<file path="config.mk">
export PLATFORM = sky130hd
export DESIGN_NAME = sid_cfg_ctrl
export DESIGN_NICKNAME = d
export VERILOG_FILES = /design/src/rtl/sid_cfg_ctrl.sv
export SDC_FILE = /design/constraint.sdc
export NUM_CORES = 1
export LEC_CHECK = 0
export BUFFER_PORTS_ARGS = -buffer_cell sky130_fd_sc_hd__buf_2
export CAP_MARGIN = 20
export CELL_PAD_IN_SITES_DETAIL_PLACEMENT = 1
export CELL_PAD_IN_SITES_GLOBAL_PLACEMENT = 2
export CORE_UTILIZATION = 39
export DETAILED_ROUTE_END_ITERATION = 7
export GPL_TIMING_DRIVEN = 0
export PLACE_DENSITY_LB_ADDON = 0.2
export SYNTH_ARGS = -nofsm -noshare
export SYNTH_HDL_FRONTEND = slang
export SYNTH_SLANG_ARGS = --single-unit
</file>
<file path="constraint.sdc">
create_clock -name clk -period 4 [get_ports clk]
set_input_delay 0.2 -clock clk [delete_from_list [all_inputs] [get_ports clk]]
set_output_delay 0.2 -clock clk [all_outputs]
set_load 0.005 [all_outputs]
</file>
<file path="src/rtl/sid_cfg_ctrl.sv">
// sid_cfg_ctrl - run-time configurator for the two emulated SIDs.
// A command sequence is written through SID1 register $1F. It is unlocked with
// 52 44 50 and followed by any number of commands. Each command updates a
// shadow copy of the SID config. The shadow is copied to cfg1/cfg2 only while
// the voice and filter pipelines are idle, so the filter cfg mux never changes
// in the middle of a sample.
//
// Ports
//   clk        system clock
//   res        asynchronous active-high reset
//   tick_ms    one-clk pulse at ~1 kHz, drives the sequence timeout
//   wr         one-clk pulse per completed bus write
//   cs[1:0]    chip selects at the write (bit0 SID1, bit1 SID2)
//   addr[4:0]  SID register address of the write
//   data[7:0]  write data
//   pipe_idle  voice and filter pipelines both at cycle 0
//   cfg1/cfg2  applied configs: [23] model, [22:20] addr, [19:11] p9, [10:0] s11
//   cfg_upd    one-clk pulse in the first cycle that cfg1/cfg2 show new values
//   seq_open   command sequence in progress (state != IDLE)
//
// state | meaning
// ------+---------------------------------------------------------------
// IDLE  | locked, waiting for 52
// K1    | 52 seen, waiting for 44
// K2    | 52 44 seen, waiting for 50
// CMD   | unlocked, next byte is a command (op = [7:6], tgt = [0])
// D0    | first data byte of the latched command
// D1    | second data byte of a p9/s11 command, low byte held in lsb_q

module sid_cfg_ctrl #(
  parameter logic [23:0] CFG1_DEFAULT = 24'h800000,
  parameter logic [23:0] CFG2_DEFAULT = 24'h800000,
  parameter int          TIMEOUT_MS   = 8
) (
  input  logic        clk,
  input  logic        res,
  input  logic        tick_ms,
  input  logic        wr,
  input  logic [1:0]  cs,
  input  logic [4:0]  addr,
  input  logic [7:0]  data,
  input  logic        pipe_idle,
  output logic [23:0] cfg1,
  output logic [23:0] cfg2,
  output logic        cfg_upd,
  output logic        seq_open
);

  localparam int            TW     = $clog2(TIMEOUT_MS + 1);
  localparam logic [TW-1:0] TO_CNT = TW'(TIMEOUT_MS);

  typedef enum logic [2:0] {
    S_IDLE, S_K1, S_K2, S_CMD, S_D0, S_D1
  } state_t;

  state_t        state_q;
  logic [1:0]    op_q;
  logic          tgt_q;
  logic [7:0]    lsb_q;
  logic [23:0]   sh1_q, sh2_q;
  logic          pending_q;
  logic [TW-1:0] tmo_q;

  logic acc, abort, timeout, apply;

  always_comb begin
    acc     = wr & cs[0] & (addr == 5'h1F);
    abort   = wr & (cs != 2'b00) & ~acc & (state_q != S_IDLE);
    timeout = (state_q != S_IDLE) & (tmo_q == TO_CNT);
    apply   = pending_q & pipe_idle;
  end

  assign seq_open = (state_q != S_IDLE);

  // The apply block runs first; a command completing on the same edge then
  // overrides pending_q back to 1, so the apply copies the old shadow and the
  // new value waits for the next idle window.
  always_ff @(posedge clk or posedge res) begin
    if (res) begin
      state_q   <= S_IDLE;
      op_q      <= 2'b00;
      tgt_q     <= 1'b0;
      lsb_q     <= 8'h00;
      sh1_q     <= CFG1_DEFAULT;
      sh2_q     <= CFG2_DEFAULT;
      pending_q <= 1'b0;
      tmo_q     <= '0;
      cfg1      <= CFG1_DEFAULT;
      cfg2      <= CFG2_DEFAULT;
      cfg_upd   <= 1'b0;
    end else begin
      cfg_upd <= 1'b0;
      if (apply) begin
        cfg1      <= sh1_q;
        cfg2      <= sh2_q;
        pending_q <= 1'b0;
        cfg_upd   <= 1'b1;
      end

      // timeout counter saturates; cleared while locked and on every accepted write
      if (state_q == S_IDLE || acc)
        tmo_q <= '0;
      else if (tick_ms && tmo_q != TO_CNT)
        tmo_q <= tmo_q + TW'(1);

      if (timeout) begin
        state_q <= S_IDLE;
        lsb_q   <= 8'h00;
      end else if (abort) begin
        state_q <= S_IDLE;
      end else if (acc) begin
        case (state_q)
          S_IDLE: if (data == 8'h52) state_q <= S_K1;
          S_K1:   state_q <= (data == 8'h44) ? S_K2 : S_IDLE;
          S_K2:   state_q <= (data == 8'h50) ? S_CMD : S_IDLE;
          S_CMD: begin
            op_q    <= data[7:6];
            tgt_q   <= data[0];
            state_q <= S_D0;
          end
          S_D0: begin
            case (op_q)
              2'b00: begin
                if (tgt_q) sh2_q[23] <= data[0];
                else       sh1_q[23] <= data[0];
                pending_q <= 1'b1;
                state_q   <= S_CMD;
              end
              2'b01: begin
                // SID1 is fixed at D400; only SID2 may be relocated
                if (!tgt_q) begin
                  pending_q <= 1'b1;
                  state_q   <= S_CMD;
                end else if (data[7:3] != 5'b00000) begin
                  state_q <= S_IDLE;
                end else begin
                  sh2_q[22:20] <= data[2:0];
                  pending_q    <= 1'b1;
                  state_q      <= S_CMD;
                end
              end
              default: begin
                lsb_q   <= data;
                state_q <= S_D1;
              end
            endcase
          end
          S_D1: begin
            if (op_q == 2'b10) begin
              if (tgt_q) sh2_q[19:11] <= {data[0], lsb_q};
              else       sh1_q[19:11] <= {data[0], lsb_q};
            end else begin
              if (tgt_q) sh2_q[10:0] <= {data[2:0], lsb_q};
              else       sh1_q[10:0] <= {data[2:0], lsb_q};
            end
            pending_q <= 1'b1;
            state_q   <= S_CMD;
          end
          default: state_q <= S_IDLE;
        endcase
      end
    end
  end

endmodule

</file>
======== Word level (Yosys, flattened, before mapping) ========
Index checks and enable logic that the tools add are counted.
operators by class
  add/sub/neg operators ................... 1
  bitwise logic cells ..................... 13
  $lt $le $gt $ge ......................... 0
  reductions and logical operators ........ 22
  equal/unequal tests ..................... 16
  multiply operators ...................... 0
  multiplexer cells ....................... 26
  shift operators ......................... 0
  divide/modulo/power cells ............... 0
operators with widths
  kind                 number
  $mux 8               5
  $reduce_and 6->1     6
  $eq 8x7->1 const B   3
  $pmux 3 s6           1
  $mux 3               5
  $mux 4               2
  $reduce_and 4->1     2
  $reduce_bool 2->1    4
  $and 1x1->1          7
  $mux 1               7
  $reduce_and 7->1     1
  $eq 3x2->1 const B   2
  $eq 3x3->1 const B   2
  $mux 2               3
  $not 1->1            6
  $pmux 3 s2           1
  $reduce_bool 3->1    2
  $eq 5x5->1 const B   1
  $reduce_bool 5->1    1
  $add 4x1->4 const B  1
  $eq 4x4->1 const B   1
  $ne 2x1->1 const B   2
  $ne 4x3->1 const B   1
  $ne 4x4->1 const B   1
  other kinds (10)     11
word-level totals
  bits in writable memories ............... 0
  output and inout bits ................... 50
  word-level logic and storage cells ...... 94
  ROM bits ................................ 0
  bits in latches ......................... 0
  memories ................................ 0
  register bits after elaboration ......... 113

======== Depth between registers and ports, before layout ========
  depth in word-level cells ............... 9
  mapped depth ............................ 9
  depth with buffers taken out ............ 7

======== Worst setup path after synthesis ========
OpenSTA, ideal clock, no wires.
  path type ............................... register -> register
  start ................................... reg state_q[2]
  end ..................................... reg sh2_q[22]
  slack ................................... 1906 ps
  data required time ...................... 3875 ps
  period minus slack after synthesis ...... 2094 ps
  library setup time ...................... 125 ps
  stages on the path, launching flop included .. 9
  arrival ................................. 1969 ps
  cells stage by stage .................... dfrtp_1 > buf_6 > or3_4 > buf_6 > nand2b_4 > buf_6 > nand3_4 > nor4_4 > mux2_2
between the ends
  word-level cells in the longest chain between the ends .. 4
  elaborated cells on any way between the ends .. 7
RTL lines
  what                                   line    source
  from (decl)                            56      state_t state_q;
  from (signal assigned)                 114     S_K1: state_q <= (data == 8'h44) ? S_K2 : S_IDLE;
  from (signal assigned)                 115     S_K2: state_q <= (data == 8'h50) ? S_CMD : S_IDLE;
  $reduce_bool 3->1 *                    --
  via seq_open                           46      output logic seq_open
  $and 1x1->1, on equally long branches  69, 68
  $not 1->1 (no line)                    --
  $reduce_and 7->1 (no line) *           --
  to (signal assigned)                   137     sh2_q[22:20] <= data[2:0];
  to (decl)                              60      logic [23:0] sh1_q, sh2_q;
The timed path passes the listed nets; every way through them passes the cells marked *.
A chain may end at the register's enable or synchronous reset.

======== Worst setup path after layout ========
  start ................................... reg state_q[0]
  end ..................................... reg sh2_q[1]
between the ends
  word-level cells in the longest chain between the ends .. 4
  elaborated cells on any way between the ends .. 7
RTL lines
  what                                   line    source
  $reduce_bool 3->1                      68, 69
  $and 1x1->1, on equally long branches  69, 68
  $not 1->1 (no line)                    --
  $reduce_and 6->1 (no line) *           --
  to (signal assigned)                   153     if (tgt_q) sh2_q[10:0] <= {data[2:0], lsb_q};
Every way passes the cells marked *; elsewhere a longest branch is shown, timed or not.

==> impl_metrics.tcl <==
set metrics [dict create \
    status "complete, no violations" \
    vias 2750 \
    cts_tree "yes" \
    crit_path_end_kind "register" \
    wirelength_um 9600 \
    synth_area_per_cell_um2 14.5 \
    cellPowerDensity_mw_per_mm2 380 \
    comb_power_share_pct 2.5 \
    cts_setup_buffers 0 \
    synthCells 318 \
    die_area_mm2 0.0122 \
    hp-class "in -> reg" \
    track_usage_pct 17.2 \
    multi_input_area_mm2 0.00170 \
    worst-path-buf-inv 4 \
    async_flop_share_pct 100 \
    clock_skew_ns 0.00707 \
    finalNonFillerCells 546 \
    crit_top_cell "buf_6" \
    cp.arrival_ns 2.56 \
    drv_cap 0 \
    rsz0062_at_grt "no" \
    ant_nets 0 \
    clkSinkCount 110 \
    io_pins 70 \
    first_iter_violations 114 \
    post-route-min-period_ns 2.33 \
    via_per_inst 5.04 \
    syn2layout_area_growth_pct 18.6 \
    clock_latency_ns 0.35 \
    clkTransAtPathRegs_ns 0.07 \
    die_w_um 111 \
    core_area_mm2 0.0115 \
    postCtsHoldBufs 1 \
    worst_slew_pin_slew_ns 0.711 \
    fillers 1184 \
    fin_util_pct 47.6 \
    seq_area_mm2 0.00276 \
    gp_congestion 0.778 \
    drive_gt1_share_pct 48.9 \
    period_share_pct 58.3 \
    synth.top_cells.by_count "dfrtp_1 (106), mux2_2 (72), nand2_1 (24)" \
    synth-edff-count 0 \
    dp_worst_setup_slack_ns 1.67 \
    final_nets 421 \
    initial_utilization_pct 40.1 \
    ys.flop_type "dfrtp_1" \
    p_switching_mw 0.445 \
    antenna_found_initial 0 \
    p_clk_share_pct 43.9 \
    yosysTopAreaCellShare_pct 57.7 \
    maxSlewViolCount 0 \
    synthesis.area_mm2 0.00460 \
    cts_root_buffer "clkbuf_16" \
    hpwl_um 6750 \
    slew_headroom_pct 52.6 \
    drt-pass1-iter-count 4 \
    placement_rows 39 \
    p_seq_share_pct 53.6 \
    globalRouteOverflowTotal 0 \
    cpMaxStageDelayCell "or3_4" \
    cts.repair.resized 0 \
    swShare_pct 21.5 \
    io_buffer_count 66 \
    setup_viol 0 \
    post-synth-top-area-cell "dfrtp_1" \
    ir_drop_uv 175 \
    dpl.cell_count 530 \
    ys_seq_elements 110 \
    power_mw 2.07 \
    yosysWarnings 3 \
    hold_viol 0 \
    p_int_mw 1.63 \
    die-height_um 111 \
    crit_family "simple AND/OR/NAND/NOR gates" \
    path_cells "clkbuf_1 -> or3_4 -> buf_6 -> nand2b_4 -> buf_6 -> nand3_4 -> nor2_1 -> buf_4 -> mux2_2" \
    cts_max_path_buffers 2 \
    critPathMaxFanout 10 \
    antenna_cells 0 \
    setup_slack_ns 1.67 \
    drc_errors 0 \
    synth.most_common_cell "dfrtp_1" \
    ys_types 45 \
    fin_setup_tns_ns 0 \
    first_global_vias 2880 \
    grt_pass1_wl_um 16100 \
    grt_max_degree 57 \
    max_stage_delay_ns 0.37 \
    cts_buffers 9 \
    p_leak_nw 2.89 \
    htree_levels 3 \
    wl_per_cell_um 17.6 \
    cp-start-kind "register" \
    max_freq_mhz 429 \
    ys_top_cells_by_area "dfrtp_1 (58%), mux2_2 (18%), mux2_4 (6.2%), dfstp_2 (2.3%), nand2_1 (2.0%)" \
    ys_seq_area_share_pct 60.0 \
    critPathKind "reg -> reg" \
    worstPathRequired_ns 4.23 \
]
[worst paths after layout]
check | from | end | slack [ns] | cells past startpoint
worst min-delay path | pipe_idle | pending_q | 0.07 | 2
worst min register to register | sh2_q[21] | sh2_q[21] | 0.50 | 1
max in group asynchronous | res | sh2_q[23] | 2.71 | 4
worst max register to register | state_q[0] | sh2_q[1] | 1.67 | 9
worst max-delay path | state_q[0] | sh2_q[1] | 1.67 | 9
min in group asynchronous | res | cfg1[19] | 0.51 | 3
[kinds of logic (layout without fill, tap and decap cells)]
group                      after synthesis  count (layout)  synth area share, %
buffers and inverters                   24             107                 3.18
xor gates and xnor gates                 3               3                0.572
muxes                                   93              93                 24.3
AOI/OAI and AO/OA                       23              23                 3.27
adders and majority gates                2               2                0.544
DFF                                    110             110                 60.0
other                                    1               3               0.0816
and+or+nand+nor                         62              62                 8.05
[area by class of cell]
class	instances	share of cell area (%)
timing repair buffer	68	6.75
inverter	7	0.528
buffer	17	2.20
tap	143	3.28
clock inverter	5	1.08
sequential	110	50.6
multi-input combinational	186	31.2
clock buffer	10	4.38
[per-layer routing]
layer | up-vias | global-route usage [%] | routed length (um)
li1 | 1276 | - | -
met2 | 47 | 27.1 | 4600
met5 | - | 0 | 0
met3 | 11 | 4.23 | 285
met1 | 1416 | 23.5 | 4590
met4 | 0 | 5.33 | 130
[cell usage in the layout (no fill, tap or decap), types with 2 or more instances in the layout]
| master | n |
|---|---|
| dfrtp_1 | 106 |
| mux2_2 | 72 |
| buf_2 | 66 |
| nand2_1 | 24 |
| mux2_4 | 19 |
| o21ai_0 | 10 |
| clkbuf_16 | 9 |
| clkbuf_1 | 7 |
| nor2_1 | 7 |
| inv_1 | 6 |
| buf_6 | 5 |
| buf_4 | 5 |
| nand3_1 | 5 |
| dfstp_2 | 4 |
| nor3_1 | 3 |
| conb_1 | 3 |
| nand3b_1 | 2 |
| or3_4 | 2 |
| nand4_1 | 2 |
| xor2_1 | 2 |
| nand2b_1 | 2 |
| nor4_1 | 2 |
| o211ai_1 | 2 |
| a21oi_1 | 2 |
| mux2_1 | 2 |
| nand4b_1 | 2 |
| a22o_1 | 2 |
| ha_1 | 2 |
| clkinv_2 | 2 |
[through the flow]
step	hold slack (ns)	area, um2
6_report	0.0692	5450
5_1_grt	0.0702	5450
4_1_cts	0.0604	5450
3_5_place_dp	0.367	5140
3_3_place_gp	0.426	5110
2_1_floorplan	0.309	4610
[power groups by stage]
stage | Combinational [mW] | Sequential (mW) | Clock (mW)
2_1_floorplan | 0.0252 | 1.13 | 0
3_3_place_gp | 0.0486 | 1.13 | 0
3_5_place_dp | 0.0534 | 1.13 | 0
4_1_cts | 0.0540 | 1.11 | 0.933
5_1_grt | 0.0591 | 1.11 | 0.973
6_report | 0.0518 | 1.11 | 0.910
[sequential cells by signal (all words and copies together) (netlist names), 2 cells and up]
| signal | flops |
|---|---|
| cfg1 | 21 |
| cfg2 | 24 |
| lsb_q | 8 |
| op_q | 2 |
| sh1_q | 21 |
| sh2_q | 24 |
| state_q | 3 |
| tmo_q | 4 |
(Power assumes the default switching activity.)
